===== src/rtl/bypass_rf_free_sequencer.sv =====
// In-order write-name release controller for the bypass register file.
// Records out-of-order release requests and frees names strictly oldest-first,
// while tracking occupancy so the allocator can be throttled.
module bypass_rf_free_sequencer #(
  parameter int unsigned name_width = 2,
  parameter int unsigned numNames   = 2**name_width
) (
  input  logic                  CLK,
  input  logic                  RST_N,
  input  logic                  ALLOC_FIRE,
  input  logic [name_width-1:0] ALLOC_NAME,
  input  logic                  FREE_REQ,
  input  logic [name_width-1:0] FREE_NAME,
  input  logic                  F_READY,
  output logic [name_width-1:0] W_F,
  output logic                  WFE,
  output logic                  ALLOC_ROOM,
  output logic [name_width:0]   OUTSTANDING,
  output logic                  IDLE,
  output logic                  ERR
);

  localparam int unsigned CntW = name_width + 1;
  localparam logic [CntW-1:0] NumNamesC = CntW'(numNames);

  logic [numNames-1:0]   alloc_q, alloc_d;
  logic [numNames-1:0]   pend_q,  pend_d;
  logic [name_width-1:0] head_q,  head_d;
  logic [name_width-1:0] tail_q,  tail_d;
  logic [CntW-1:0]       count_q, count_d;
  logic                  err_q,   err_d;

  logic wfe_c;
  logic retire_c;
  logic alloc_ok_c;
  logic free_ok_c;

  // Event qualification, all from registered state and this cycle's requests
  always_comb begin
    wfe_c      = alloc_q[head_q] && pend_q[head_q];
    retire_c   = wfe_c && F_READY;
    alloc_ok_c = ALLOC_FIRE && (ALLOC_NAME == tail_q) && !alloc_q[tail_q]
                 && (count_q < NumNamesC);
    free_ok_c  = FREE_REQ && alloc_q[FREE_NAME] && !pend_q[FREE_NAME];
  end

  // Next-state: retire at head, allocate at tail, mark releases pending
  always_comb begin
    alloc_d = alloc_q;
    pend_d  = pend_q;
    head_d  = head_q;
    tail_d  = tail_q;
    count_d = count_q;
    err_d   = err_q;

    if (retire_c) begin
      alloc_d[head_q] = 1'b0;
      pend_d[head_q]  = 1'b0;
      head_d          = head_q + name_width'(1);
    end

    if (alloc_ok_c) begin
      alloc_d[tail_q] = 1'b1;
      tail_d          = tail_q + name_width'(1);
    end else if (ALLOC_FIRE) begin
      err_d = 1'b1;
    end

    // A release of the retiring head is already rejected by pend_q[head_q]
    if (free_ok_c) begin
      pend_d[FREE_NAME] = 1'b1;
    end else if (FREE_REQ) begin
      err_d = 1'b1;
    end

    if (alloc_ok_c && !retire_c) begin
      count_d = count_q + CntW'(1);
    end else if (!alloc_ok_c && retire_c) begin
      count_d = count_q - CntW'(1);
    end
  end

  // State register; reset discards all outstanding and pending names
  always_ff @(posedge CLK or negedge RST_N) begin
    if (!RST_N) begin
      alloc_q <= '0;
      pend_q  <= '0;
      head_q  <= '0;
      tail_q  <= '0;
      count_q <= '0;
      err_q   <= 1'b0;
    end else begin
      alloc_q <= alloc_d;
      pend_q  <= pend_d;
      head_q  <= head_d;
      tail_q  <= tail_d;
      count_q <= count_d;
      err_q   <= err_d;
    end
  end

  // Outputs are pure functions of registered state
  assign W_F         = head_q;
  assign WFE         = wfe_c;
  assign ALLOC_ROOM  = count_q < NumNamesC;
  assign OUTSTANDING = count_q;
  assign IDLE        = (count_q == '0);
  assign ERR         = err_q;

endmodule


===== config.mk =====
export PLATFORM = sky130hd
export DESIGN_NAME = bypass_rf_free_sequencer
export DESIGN_NICKNAME = d
export VERILOG_FILES = /design/src/rtl/bypass_rf_free_sequencer.sv
export SDC_FILE = /design/constraint.sdc
export NUM_CORES = 1
export LEC_CHECK = 0
export CAP_MARGIN = 20
export CELL_PAD_IN_SITES_DETAIL_PLACEMENT = 1
export CELL_PAD_IN_SITES_GLOBAL_PLACEMENT = 1
export CORE_MARGIN = 3
export CORE_UTILIZATION = 36
export CTS_BUF_LIST = sky130_fd_sc_hd__clkbuf_4 sky130_fd_sc_hd__clkbuf_8 sky130_fd_sc_hd__clkbuf_16
export DETAILED_ROUTE_END_ITERATION = 7
export PLACE_DENSITY = 0.78
export SLEW_MARGIN = 20
export SYNTH_ARGS = -nofsm -noshare
export SYNTH_HDL_FRONTEND = slang
export SYNTH_SLANG_ARGS = --single-unit

===== constraint.sdc =====
create_clock -name CLK -period 2.4 [get_ports CLK]
set_clock_uncertainty 0.15 [all_clocks]
set_input_delay 0.48 -clock CLK [delete_from_list [all_inputs] [get_ports CLK]]
set_output_delay 0.48 -clock CLK [all_outputs]
set_load 0.1 [all_outputs]

==> results by group, run 1 <==
Outcome
  – Status: completed

Logic synthesis
  – Net count after synthesis: 105
  – Post-synthesis compound-gate area fraction: 0.1523
  – Most instantiated cells after synthesis: dfrtp_1 (16), inv_1 (10), ha_1 (9)
  – Number of flops mapped to enable cells by yosys: 0
  – Yosys reg bits: 16
  – Largest cells by area after synthesis: dfrtp_1 (41%), ha_1 (12%), inv_1 (3.9%), a22o_1 (3.6%), a21o_1 (3.1%)
  – Cells after synthesis: 86
  – Synth Area in XOR/XNOR: 0.03613
  – Synthesized area: 969.7 µm²
  – Post-synthesis simple-gate area fraction: 0.1458
  – Mux cell area share after synthesis: 0.07742
  – Adder-cell share of the synthesized area: 0.1368
  – Most frequent cell after synthesis: dfrtp_1
  – Synthesis Warnings: 0
  – Ys async rst share: 1.000
  – Largest family of logic cells by synthesized area: compound AO/OA/AOI/OAI gates
  – Post-synth cell types: 32
  – Top-area cell type share of the netlist area: 0.4129
  – Area leader, netlist: dfrtp_1
  – Synth Area per Inst: 11.28 µm²
  – Seq/Total Area, Yosys: 0.4129
  – Top_reg_cell synth: dfrtp_1

STA
  – Min Tclk post-route: 2.365 ns
  – Fin. max-slew vios: 0
  – Setup TNS: 0 ns
  – RSZ-0062 raised after global routing: true
  – Tcrit/Tclk final: 0.9853
  – Fmax: between 400 and 500 MHz
  – Final Hold Viols: 0
  – Slew headroom: 0.7502
  – Least-Margin Pin Slew: roughly 0.37 ns
  – WHS: 0.3492 ns
  – Final setup vio count: 0

Floorplan
  – Core area: 2522 µm²
  – Row cnt: 18
  – Chip height: between 50 and 60 µm
  – Full die area: 3352 µm²
  – IO Count: 18
  – Starting Density: 0.3844
  – Die Wd: 57.90 µm

Pwr
  – PwrDens: 344.6 nW/µm²
  – Maximum vdd drop: 0.0002198 V
  – Switch share: 0.2323
  – Internal: around 360 µW
  – Static Leakage: 0.0006533 µW
  – Reg power frac: 0.573
  – Clock Power Share: 0.357
  – Psw: 109.7 µW
  – Gate power share: 0.070

Clock tree
  – Clk slew on worst S/H paths: approximately 0.10 ns
  – Num CTS Buffers: 3
  – Clock Path Buffers: 2
  – H-Tree Depth: 1
  – CTS Root Cell: clkbuf_4
  – CTS tree: built
  – Worst skew pair latency: 0.29 ns
  – CTS sink cnt: 16
  – Hold buffer count at CTS: 0

Detailed routing
  – DRC violation count after routing: 0
  – Initial DRC Count: 25
  – Routed vias/inst: approximately 5.4
  – Wirelength, routed: between 2000 and 2500 µm
  – Routed wire per std cell: 16.30 µm
  – Post-route ant nets: 0
  – Drt first pass iters: 4
  – DR vias: 814

Cells and area
  – Layout net count: 142
  – Layout area overhead: 41.42%
  – Share of cells above drive strength 1: 0.3770
  – Fillers: 279
  – Fin util: 0.5437
  – ANT cells: 0

Critical path
  – Crit Reg-Reg Startpoint: tail_q[0]$_DFFE_PN0N_
  – CP max FO: 2
  – Critical setup path kind: input port to flop
  – Worst setup SP type: input port
  – Critical Path End Type: flop
  – Req. time, crit path: ~2.5 ns
  – Worst Setup SP: ALLOC_NAME[0]
  – Worst Path Arrival: 2.44 ns

GRT
  – Initial antenna violation count: 0
  – Vias in the first global route: 898
  – First-pass GRT wire length: 4105 µm
  – GRT Util Overall: 0.1630
  – Total grt overflow: 0
  – Largest net degree at the start of global routing: 17

Placed design
  – Hpwl dp: 1882 µm
  – Buffers on Ports: 17
  – GPL Wtd Cong: just over 0.8

Hold path
  – Hold Path Origin: ERR$_DFF_PN0_
  – HP Class: flop to flop

Job
  – MaxCap Viol Count: 0
[placed cells by master, fill, tap and decap left out, types with 2 or more instances in the layout]
cell type,synthesis,final
nand2_1,4,4
ha_1,9,8
mux2_2,2,2
nor2_1,3,3
buf_4,0,21
nor4b_1,2,2
a21o_1,4,4
buf_12,0,2
and2_1,4,4
dfrtp_1,16,13
mux2_4,2,2
inv_1,10,7
clkdlybuf4s50_1,0,8
nand3_1,4,4
dfrtp_4,0,3
a22o_1,4,4
clkbuf_4,0,4
xnor2_1,3,3
[metrics by stage]
stage	cells	power, µW	setup WS, ns	area, µm²
after floorplan	86	281.5	-0.4236	1012
final	152	472.5	0.03518	1371
after global placement	142	308.0	-0.2953	1290
after detailed placement	142	309.4	-0.3744	1290
after global routing	152	496.5	-0.06793	1371
after CTS	147	481.5	0.01552	1331
[power by group through the flow]
stage	Combinational, µW	Sequential [µW]	Clock, µW
finish	32.9	271	169
global route	36.1	271	190
CTS	33.3	271	178
detailed placement	33.3	276	0
global placement	32.0	276	0
floorplan	5.53	276	0
[layer usage]
layer	GRT usage	vias up	wire length [µm]
li1	-	379	-
met1	0.1964	409	1065
met2	0.2855	19	1247
met3	0.02673	7	104
met4	0.06954	0	62
met5	0	-	0
[worst paths after layout]
kind | end | slack, ns | cells past startpoint
worst max-delay path | OUTSTANDING[2]$_DFFE_PN0P_ | 0.04 | 9
worst min-delay path | ERR$_DFF_PN0_ | 0.35 | 2
worst max register to register | OUTSTANDING[2]$_DFFE_PN0P_ | 0.06 | 9
worst min register to register | ERR$_DFF_PN0_ | 0.35 | 2
max in group asynchronous | W_F[1]$_DFFE_PN0N_ | 1.53 | 2
min in group asynchronous | OUTSTANDING[2]$_DFFE_PN0P_ | 0.36 | 2
[sequential cells by signal (all words and copies together) (netlist names)]
name         count
ERR              1
OUTSTANDING      3
W_F              2
alloc_q          4
pend_q           4
tail_q           2
[layout make-up]
type | instances | area (µm²) | share of cell area
sequential | 16 | 411.6 | 0.3002
timing repair buffer | 32 | 289.0 | 0.2108
inverter | 10 | 43.79 | 0.03193
multi-input combinational | 60 | 559.3 | 0.4078
clock buffer | 4 | 30.03 | 0.02190
tap | 30 | 37.54 | 0.02737
[kinds of logic (layout without fill, tap and decap cells)]
| group | Yosys count | in the layout |
|---|---|---|
| simple gates | 25 | 25 |
| compound gates | 16 | 16 |
| flops | 16 | 16 |
| fa+ha+maj | 10 | 10 |
| buf+inv | 10 | 46 |
| mux | 5 | 5 |
| xor+xnor | 4 | 4 |
[what timing repair did]
action / 4_1_cts / 5_1_grt
pin swaps: 3 / 5
gates resized for setup: 1 / 1
buffers inserted: 1 / 5
setup endpoints to repair: 3 / 3
cloned: 0 / 0
endpoints found under the hold margin: 0 / 0
[critical path, stage by stage]
cell             delay, ns
clkdlybuf4s50_1       0.42
or2_4                 0.27
a211oi_4              0.32
ha_4                  0.18
inv_2                 0.03
fa_2                  0.32
xor2_1                0.14
nor2_1                0.13
xnor2_1               0.13
Note: power is estimated with default switching activity, not from simulation.
==> run 2, diff against run 1 <==
Clock period 2.4 ns to 2 ns, I/O delays scaled along.
==> run 2 against run 1 <==
  * The run now ends with negative setup slack left
  * Final cell count grew 8.6%
  * Worst setup slack got worse by 0.43 ns
  * Register-to-register slack got worse by 0.46 ns
  * Routed wire length rose by 36%
  * Sequential cell count unchanged
  * Combinational power increased by 40%
  * Cell area rose by 14%
  * Global-route usage increased by 5.7 points
  * First-iteration DRC count decreased by 16%
  * Clock-buffer cell count stayed put
  * Non-clock buffer count up 13
  * Largest cell class unchanged
==> results by group, run 2 (synthesis gave the netlist of run 1 again) <==
Outcome
  – Status: finished, violations left
  – Failing checks: negative setup slack

Job
  – MaxCap Viol Count: 0 (unchanged)

Clock tree
  – H-Tree Depth: 1 (unchanged)
  – Clock Path Buffers: 2 (unchanged)
  – Clk slew on worst S/H paths: 0.10 ns (about the same)
  – CTS tree: built
  – Num CTS Buffers: 3 (unchanged)
  – CTS Root Cell: clkbuf_4
  – CTS sink cnt: 16 (unchanged)
  – Worst skew pair latency: 0.29 ns (about the same)

Detailed routing
  – Routed vias/inst: 5.339 (-0.30%)
  – Drt first pass iters: 4 (unchanged)
  – DRC violation count after routing: 0 (unchanged)
  – Initial DRC Count: 21 (-16%)
  – Wirelength, routed: 3371 µm (+36%)
  – Post-route ant nets: 0 (unchanged)
  – Routed wire per std cell: 20.43 µm (+25%)
  – DR vias: 881 (+8.2%)

Critical path
  – Reg2reg end: OUTSTANDING[2]$_DFFE_PN0P_
  – Worst Setup SP: tail_q[0]$_DFFE_PN0N_
  – Critical Path End Type: flop
  – Worst reg2reg setup slack: -0.40 ns (-0.46 ns)
  – Crit Reg-Reg Startpoint: tail_q[0]$_DFFE_PN0N_
  – Critical setup path kind: flop to flop
  – Worst Path Arrival: 2.46 ns (+0.02 ns)
  – Req. time, crit path: 2.06 ns (-0.41 ns)
  – Reg2Reg Depth: 9 (unchanged)
  – Worst setup SP type: flop
  – CP max FO: 3 (+1)

Placed design
  – GPL Wtd Cong: 0.8557 (+5.9%)
  – Hpwl dp: 2412 µm (+28%)
  – Buffers on Ports: 17 (unchanged)
  – DP Area: 1490 µm² (+16%)

GRT
  – GRT Util Overall: 0.2197 (+0.05666)
  – Initial antenna violation count: 0 (unchanged)
  – First-pass GRT wire length: 5402 µm (+32%)
  – Largest net degree at the start of global routing: 17 (unchanged)
  – Global routing met1 resource utilization: 0.2521 (+0.05576)
  – GRT busiest layer: met2
  – Met3 GRT Util: 0.04232 (+0.01559)
  – Vias in the first global route: 1062 (+18%)
  – Total grt overflow: 0 (unchanged)
  – Global-route track usage on met2: 0.3871 (+0.1016)

Cells and area
  – Most frequent cells in the layout: buf_4 (27), dfrtp_1 (13), buf_12 (9), ha_1 (8), clkdlybuf4s50_1 (8)
  – Share of cells above drive strength 1: 0.4370 (+0.05999)
  – Layout net count: 155 (+9.2%)
  – ANT cells: 0 (unchanged)
  – Cell area after layout: 1563 µm² (+14%)
  – Layout area overhead: 61.16%
  – Commonest non-fill, non-tap cell in the layout: buf_4

Pwr
  – Maximum vdd drop: 0.0002411 V (+9.7%)
  – PwrDens: 379.1 nW/µm² (+10%)
  – Static Leakage: 0.0007457 µW (+14%)

STA
  – Min Tclk post-route: 2.399 ns
  – WHS: 0.2795 ns (-0.06974 ns)
  – Least-Margin Pin Slew: 0.3447 ns (-0.02474 ns)
  – Fin. max-slew vios: 0 (unchanged)
  – Fmax: 416.8 MHz
  – Slew headroom: 0.7670 (+0.01673)
  – Final setup vio count: 3 (+3)
  – Setup WS post-layout: -0.3993 ns (-0.4344 ns)
  – Final Hold Viols: 0 (unchanged)
  – Tcrit/Tclk final: 1.200
  – RSZ-0062 raised after global routing: true

Floorplan
  – Chip height: 57.90 µm (unchanged)
  – Die Wd: 57.90 µm (unchanged)
  – IO Count: 18 (unchanged)
  – Starting Density: 0.3844 (unchanged)
  – Core area: 2522 µm² (unchanged)
  – Row cnt: 18 (unchanged)
  – Full die area: 3352 µm² (unchanged)

Hold path
  – HP Class: input port to asynchronous set/reset pin
[run 2: changes by cell type in the layout (fill, tap and decap cells not counted)]
cell	delta
buf_12	+7
buf_4	+6
clkbuf_4	-1
clkbuf_8	+1
[run 2: area by class of cell]
class                      instances  area (µm²)
sequential                        16       411.6
fill                             272       959.7
multi-input combinational         60       559.3
tap                               30       37.54
clock buffer                       4       36.28
timing repair buffer              45       474.2
inverter                          10       43.79
[run 2: layer usage]
metal  routed length [µm]  up-vias
met1                 1325      430
met2                 1769       33
met4                  140        0
li1                     -      402
met3                  137       16
met5                    0        -
[run 2: critical path, stage by stage (launching register included)]
cell and delay, ns:
dfrtp_1 0.43, mux2_4 0.32, a2bb2oi_2 0.18, a211oi_4 0.27, ha_4 0.19, inv_2 0.04, fa_2 0.33, xor2_1 0.14
nor2_1 0.11, xnor2_1 0.14
[run 2: repair_timing]
action,in CTS,in global routing
buffers inserted,3,3
endpoints found under the setup margin,4,5
pin swaps,4,0
gates resized for setup,2,0
hold buffers,0,0
[run 2: power by group]
| group | switching, µW | total (µW) | internal [µW] |
|---|---|---|---|
| combinational | 22.9 | 46.0 | 23.2 |
| clock | 111 | 222 | 111 |
| sequential | 0.443 | 324 | 324 |
[run 2: through the flow]
| step | TNS, ns | utilization | total power (µW) | worst slack, ns | std cells |
|---|---|---|---|---|---|
| detailed placement | -2.862 | 0.5908 | 374.8 | -0.7599 | 157 |
| global placement | -1.904 | 0.5908 | 372.0 | -0.6212 | 157 |
| floorplan | -3.907 | - | 337.9 | -0.8236 | 86 |
| CTS | -0.9892 | 0.6136 | 600.1 | -0.3719 | 163 |
| global route | -1.251 | 0.6195 | 619.6 | -0.4884 | 165 |
| finish | -1.040 | 0.6195 | 592.5 | -0.3993 | 165 |
[run 2: worst max path at each step]
stage / endpoint / depth (start not counted) / slack [ns]
after global routing: OUTSTANDING[2]$_DFFE_PN0P_ / 9 / -0.49
final: OUTSTANDING[2]$_DFFE_PN0P_ / 9 / -0.40
after CTS: OUTSTANDING[2]$_DFFE_PN0P_ / 9 / -0.37
after detailed placement: OUTSTANDING[2]$_DFFE_PN0P_ / 9 / -0.76
after global placement: OUTSTANDING[2]$_DFFE_PN0P_ / 9 / -0.62
after floorplan: OUTSTANDING[2]$_DFFE_PN0P_ / 9 / -0.82
